`config.mk`:
```
export PLATFORM = sky130hd
export DESIGN_NAME = controle_ula
export DESIGN_NICKNAME = d
export VERILOG_FILES = /design/src/rtl/controle_ula.sv
export SDC_FILE = /design/constraint.sdc
export NUM_CORES = 1
export LEC_CHECK = 0
export BUFFER_PORTS_ARGS = -buffer_cell sky130_fd_sc_hd__buf_2
export CORE_MARGIN = 3
export CORE_UTILIZATION = 30
export DETAILED_ROUTE_END_ITERATION = 7
export PLACE_DENSITY = 0.63
export SYNTH_ARGS = -nofsm -noshare
export SYNTH_HDL_FRONTEND = slang
export SYNTH_SLANG_ARGS = --single-unit
```
`constraint.sdc`:
```
create_clock -name clock -period 1.75 [get_ports clock]
set_clock_uncertainty 0.2 [all_clocks]
set_input_delay 0.175 -clock clock [delete_from_list [all_inputs] [get_ports clock]]
set_output_delay 0.175 -clock clock [all_outputs]
set_load 0.005 [all_outputs]
```
`src/rtl/controle_ula.sv`:
```
// ALU control: decodes ula_op/funct into the ALU seletor through a 3-state request/emit handshake.
// Optional: define CONTROLE_ULA_NOR_EN to make funct 100111 a legal NOR (seletor 1100).
module controle_ula (
  input  logic       clock,
  input  logic       reset,
  input  logic [1:0] ula_op,
  input  logic [5:0] funct,
  input  logic       valido_entrada,
  output logic       pronto_entrada,
  output logic [3:0] seletor,
  output logic       valido_saida,
  input  logic       pronto,
  output logic       erro,
  output logic [7:0] contador
);

  typedef enum logic [1:0] {OCIOSO, DECODIFICA, EMITE} estado_t;

  typedef struct packed {
    logic [1:0] op;
    logic [5:0] funct;
  } req_t;

  estado_t estado;
  req_t    req;

  // Returns {erro, seletor}; every illegal request falls back to an add with erro set.
  function automatic logic [4:0] decodifica(input req_t r);
    logic [4:0] d;
    d = {1'b1, 4'b0010};
    case (r.op)
      2'b00: d = {1'b0, 4'b0010};
      2'b01: d = {1'b0, 4'b0110};
      2'b10: begin
        case (r.funct)
          6'b100000: d = {1'b0, 4'b0010};
          6'b100010: d = {1'b0, 4'b0110};
          6'b100100: d = {1'b0, 4'b0000};
          6'b100101: d = {1'b0, 4'b0001};
          6'b101010: d = {1'b0, 4'b0111};
`ifdef CONTROLE_ULA_NOR_EN
          6'b100111: d = {1'b0, 4'b1100};
`else
          6'b100111: d = {1'b1, 4'b0010};
`endif
          default:   d = {1'b1, 4'b0010};
        endcase
      end
      default: d = {1'b1, 4'b0010};
    endcase
    return d;
  endfunction

  assign pronto_entrada = (estado == OCIOSO) && !reset;
  assign valido_saida   = (estado == EMITE);

  always_ff @(posedge clock or posedge reset) begin
    if (reset) begin
      estado   <= OCIOSO;
      req      <= '0;
      seletor  <= 4'b0000;
      erro     <= 1'b0;
      contador <= 8'd0;
    end else begin
      case (estado)
        OCIOSO: begin
          if (valido_entrada) begin
            req    <= '{op: ula_op, funct: funct};
            estado <= DECODIFICA;
          end
        end
        DECODIFICA: begin
          {erro, seletor} <= decodifica(req);
          estado          <= EMITE;
        end
        EMITE: begin
          // Exit cycle goes to OCIOSO, so the next accept is at least 3 cycles later.
          if (pronto) begin
            contador <= contador + 8'd1;
            estado   <= OCIOSO;
          end
        end
        default: estado <= OCIOSO;
      endcase
    end
  end

endmodule
```
==> metrics.csv <==
stage;metric;value;unit
detailed_routing;drtAntennaViolNets;0;
timing;finalCriticalPeriod;1.50;ns
die;pin_count;27;
critical_path;path_buf_inv;3;
clock_tree;cts.path.max_buffers;2;
detailed_routing;top_layer;met4;
critical_path;rrSetupSlack;0.25;ns
power_and_ir_drop;power.density;1360;mW/mm2
clock_tree;clock-sinks;22;
die;coreArea;0.00308;mm2
clock_tree;ctsResizeCount;0;
yosys;syn_inst;80;
detailed_routing;wirelength;1.85;mm
critical_path;crit_top_cell;buf_2;
die;fp.dieH;63.3;um
critical_path;worstSetupPathType;in -> out;
global_route;track_usage;9.96;%
cells_and_area;final_common_cell;buf_2;
cells_and_area;fin_nets;132;
cells_and_area;final_cell_mix;buf_2, dfrtp_1, dlygate4sd3_1;
detailed_routing;m1WireLength;838;um
timing;finalHoldViolCount;0;
cells_and_area;syn2layout_area_growth;31.4;%
timing;setup_violations;0;
timing;hold_ws;0.0914;ns
clock_tree;htree_levels;1;
global_route;antenna_found_initial;0;
critical_path;slowest_delay;0.53;ns
power_and_ir_drop;p_leak;0.000599;uW
clock_tree;numCtsBuffers;3;
die;dieArea;0.00400;mm2
clock_tree;cts_tree;done;
yosys;yosysTopAreaCell;dfrtp_1;
detailed_routing;drt_pass1_iterations;4;
detailed_routing;drc;0;
detailed_routing;vias_per_cell;4.36;
clock_tree;clk_pin_slew;0.12;ns
global_route;grt_pass1_vias;720;
global_route;grt_pass1_wl;3.25;mm
critical_path;startpoint_type;primary input;
timing;min_period_over_period;85.9;%
yosys;yosysWarningCount;0;
timing;report.final.slew_viol_count;0;
yosys;synth-seq-area-share;56.0;%
global_route;gr-total-overflow;0;
critical_path;critical_path_arrival;1.13;ns
hold_path;hold_class;in -> reg;
die;row_count;20;
status;outcome;completed;
timing;setup_tns;0;ns
critical_path;end_kind;output pin;
die;die_x;63.3;um
yosys;synth-seq-cells;22;
critical_path;cp_top_family;buffers and inverters;
die;initial_core_util;32.0;%
yosys;synthesis.area;983;um2
place;dp.final_hpwl;1.38;mm
yosys;synth_top_area_share;56.0;%
cells_and_area;drive_gt1_share;34.7;%
power_and_ir_drop;max-vdd-ir-drop;636;uV
yosys;synth_area_leaders;dfrtp_1, mux2_2, xnor2_1, buf_4, nor3b_1;
job;drv_cap;0;
power_and_ir_drop;finalPower;1760;uW
timing;rsz0062_at_grt;false;
detailed_routing;wl_met2;943;um
place;place_congestion;0.812;
yosys;syn-num-nets;93;
detailed_routing;dr_wl_met3;44;um
global_route;grt_max_degree;15;
place;port_buffers;25;
critical_path;required;1.37;ns
timing;achievable-frequency;0.665;GHz
detailed_routing;wl_per_cell;11.4;um
clock_tree;cts-root-buf;clkbuf_4;
critical_path;cp_cell_sequence;dlygate4sd3_1 > buf_2 > nor3_1 > buf_2;
detailed_routing;first_iter_violations;10;
detailed_routing;via_count;706;
cells_and_area;antennaDiodeCount;0;
clock_tree;clk_latency;0.30;ns
yosys;synthDistinctLibCells;27;
yosys;syn_avg_cell_area;12.3;um2
critical_path;cpMaxStageDelayCell;dlygate4sd3_1;
critical_path;path_max_fanout;2;
[path summary, 6_finish.rpt]
path                           startpoint        endpoint  depth (start not counted)
max                                 reset  pronto_entrada                          4
min                        valido_entrada       estado[0]                          3
max reg2reg                     estado[0]          req[1]                          3
min in group asynchronous           reset     contador[7]                          3
max in group asynchronous           reset          req[1]                          4
min reg2reg                   contador[7]     contador[7]                          1
[cell families after synthesis]
kind of cell	share of synthesized area, %
fa+ha+maj	1.27
other cells	0.381
xor+xnor	6.23
compound gates	4.45
buf+inv	3.05
simple gates	16.8
mux	11.8
flops	56.0
[report_power, final]
part	switching, uW	internal (uW)
Clock	148	127
Sequential	203	697
Combinational	240	348
Total	592	1170
[per-layer routing]
metal | vias to the layer above | GRT usage, %
li1 | 354 | -
met1 | 340 | 12.4
met2 | 10 | 17.3
met3 | 2 | 0.891
met4 | 0 | 4.85
met5 | - | 0
[stage by stage]
| stage | utilization (%) | setup WS (ns) | instances | area [um2] |
|---|---|---|---|---|
| 2_1_floorplan | - | 0.343 | 80 | 983 |
| 3_3_place_gp | 37.6 | 0.284 | 148 | 1160 |
| 3_5_place_dp | 37.6 | 0.274 | 148 | 1160 |
| 4_1_cts | 42.0 | 0.242 | 162 | 1290 |
| 5_1_grt | 42.0 | 0.164 | 162 | 1290 |
| 6_report | 42.0 | 0.247 | 162 | 1290 |
[registers in the layout, indices dropped and copies added, names as in the netlist]
| name | cells |
|---|---|
| contador | 8 |
| req | 8 |
| seletor | 3 |
| estado | 2 |
| erro | 1 |
[area by class of cell]
type                       count  area [um2]
clock buffer                   4        36.3
multi-input combinational     53         403
tap                           44        55.1
fill                         305        1790
inverter                       2        7.51
timing repair buffer          37         240
sequential                    22         551
[worst reg2reg max path, cell delays in order, from the launching register on]
cell and delay (ns):
dfrtp_1 0.44, nor3b_1 0.21, buf_4 0.20, mux2_2 0.35
[cells in the mapped netlist]
master    count
and3b_1       1
o21ai_0       1
and3_1        1
conb_1        1
nor3b_1       3
or3b_1        1
buf_4         3
nand3_1       4
a22oi_1       1
ha_1          1
mux2_2        9
nor2_1        2
nand2_1       5
a31oi_1       1
o311ai_1      1
o31ai_1       1
mux2_4        1
o22a_1        1
nand4_1       3
nor2b_1       2
nand2b_1      3
inv_1         2
nor3_1        1
dfrtp_1      22
xnor2_1       6
and4_1        2
xor2_1        1
[what timing repair did]
item	4_1_cts	5_1_grt
endpoints found under the hold margin	31	0
setup buffers	0	0
endpoints found under the setup margin	0	0
hold buffers	10	0
Power figures use the tool's default switching activity.
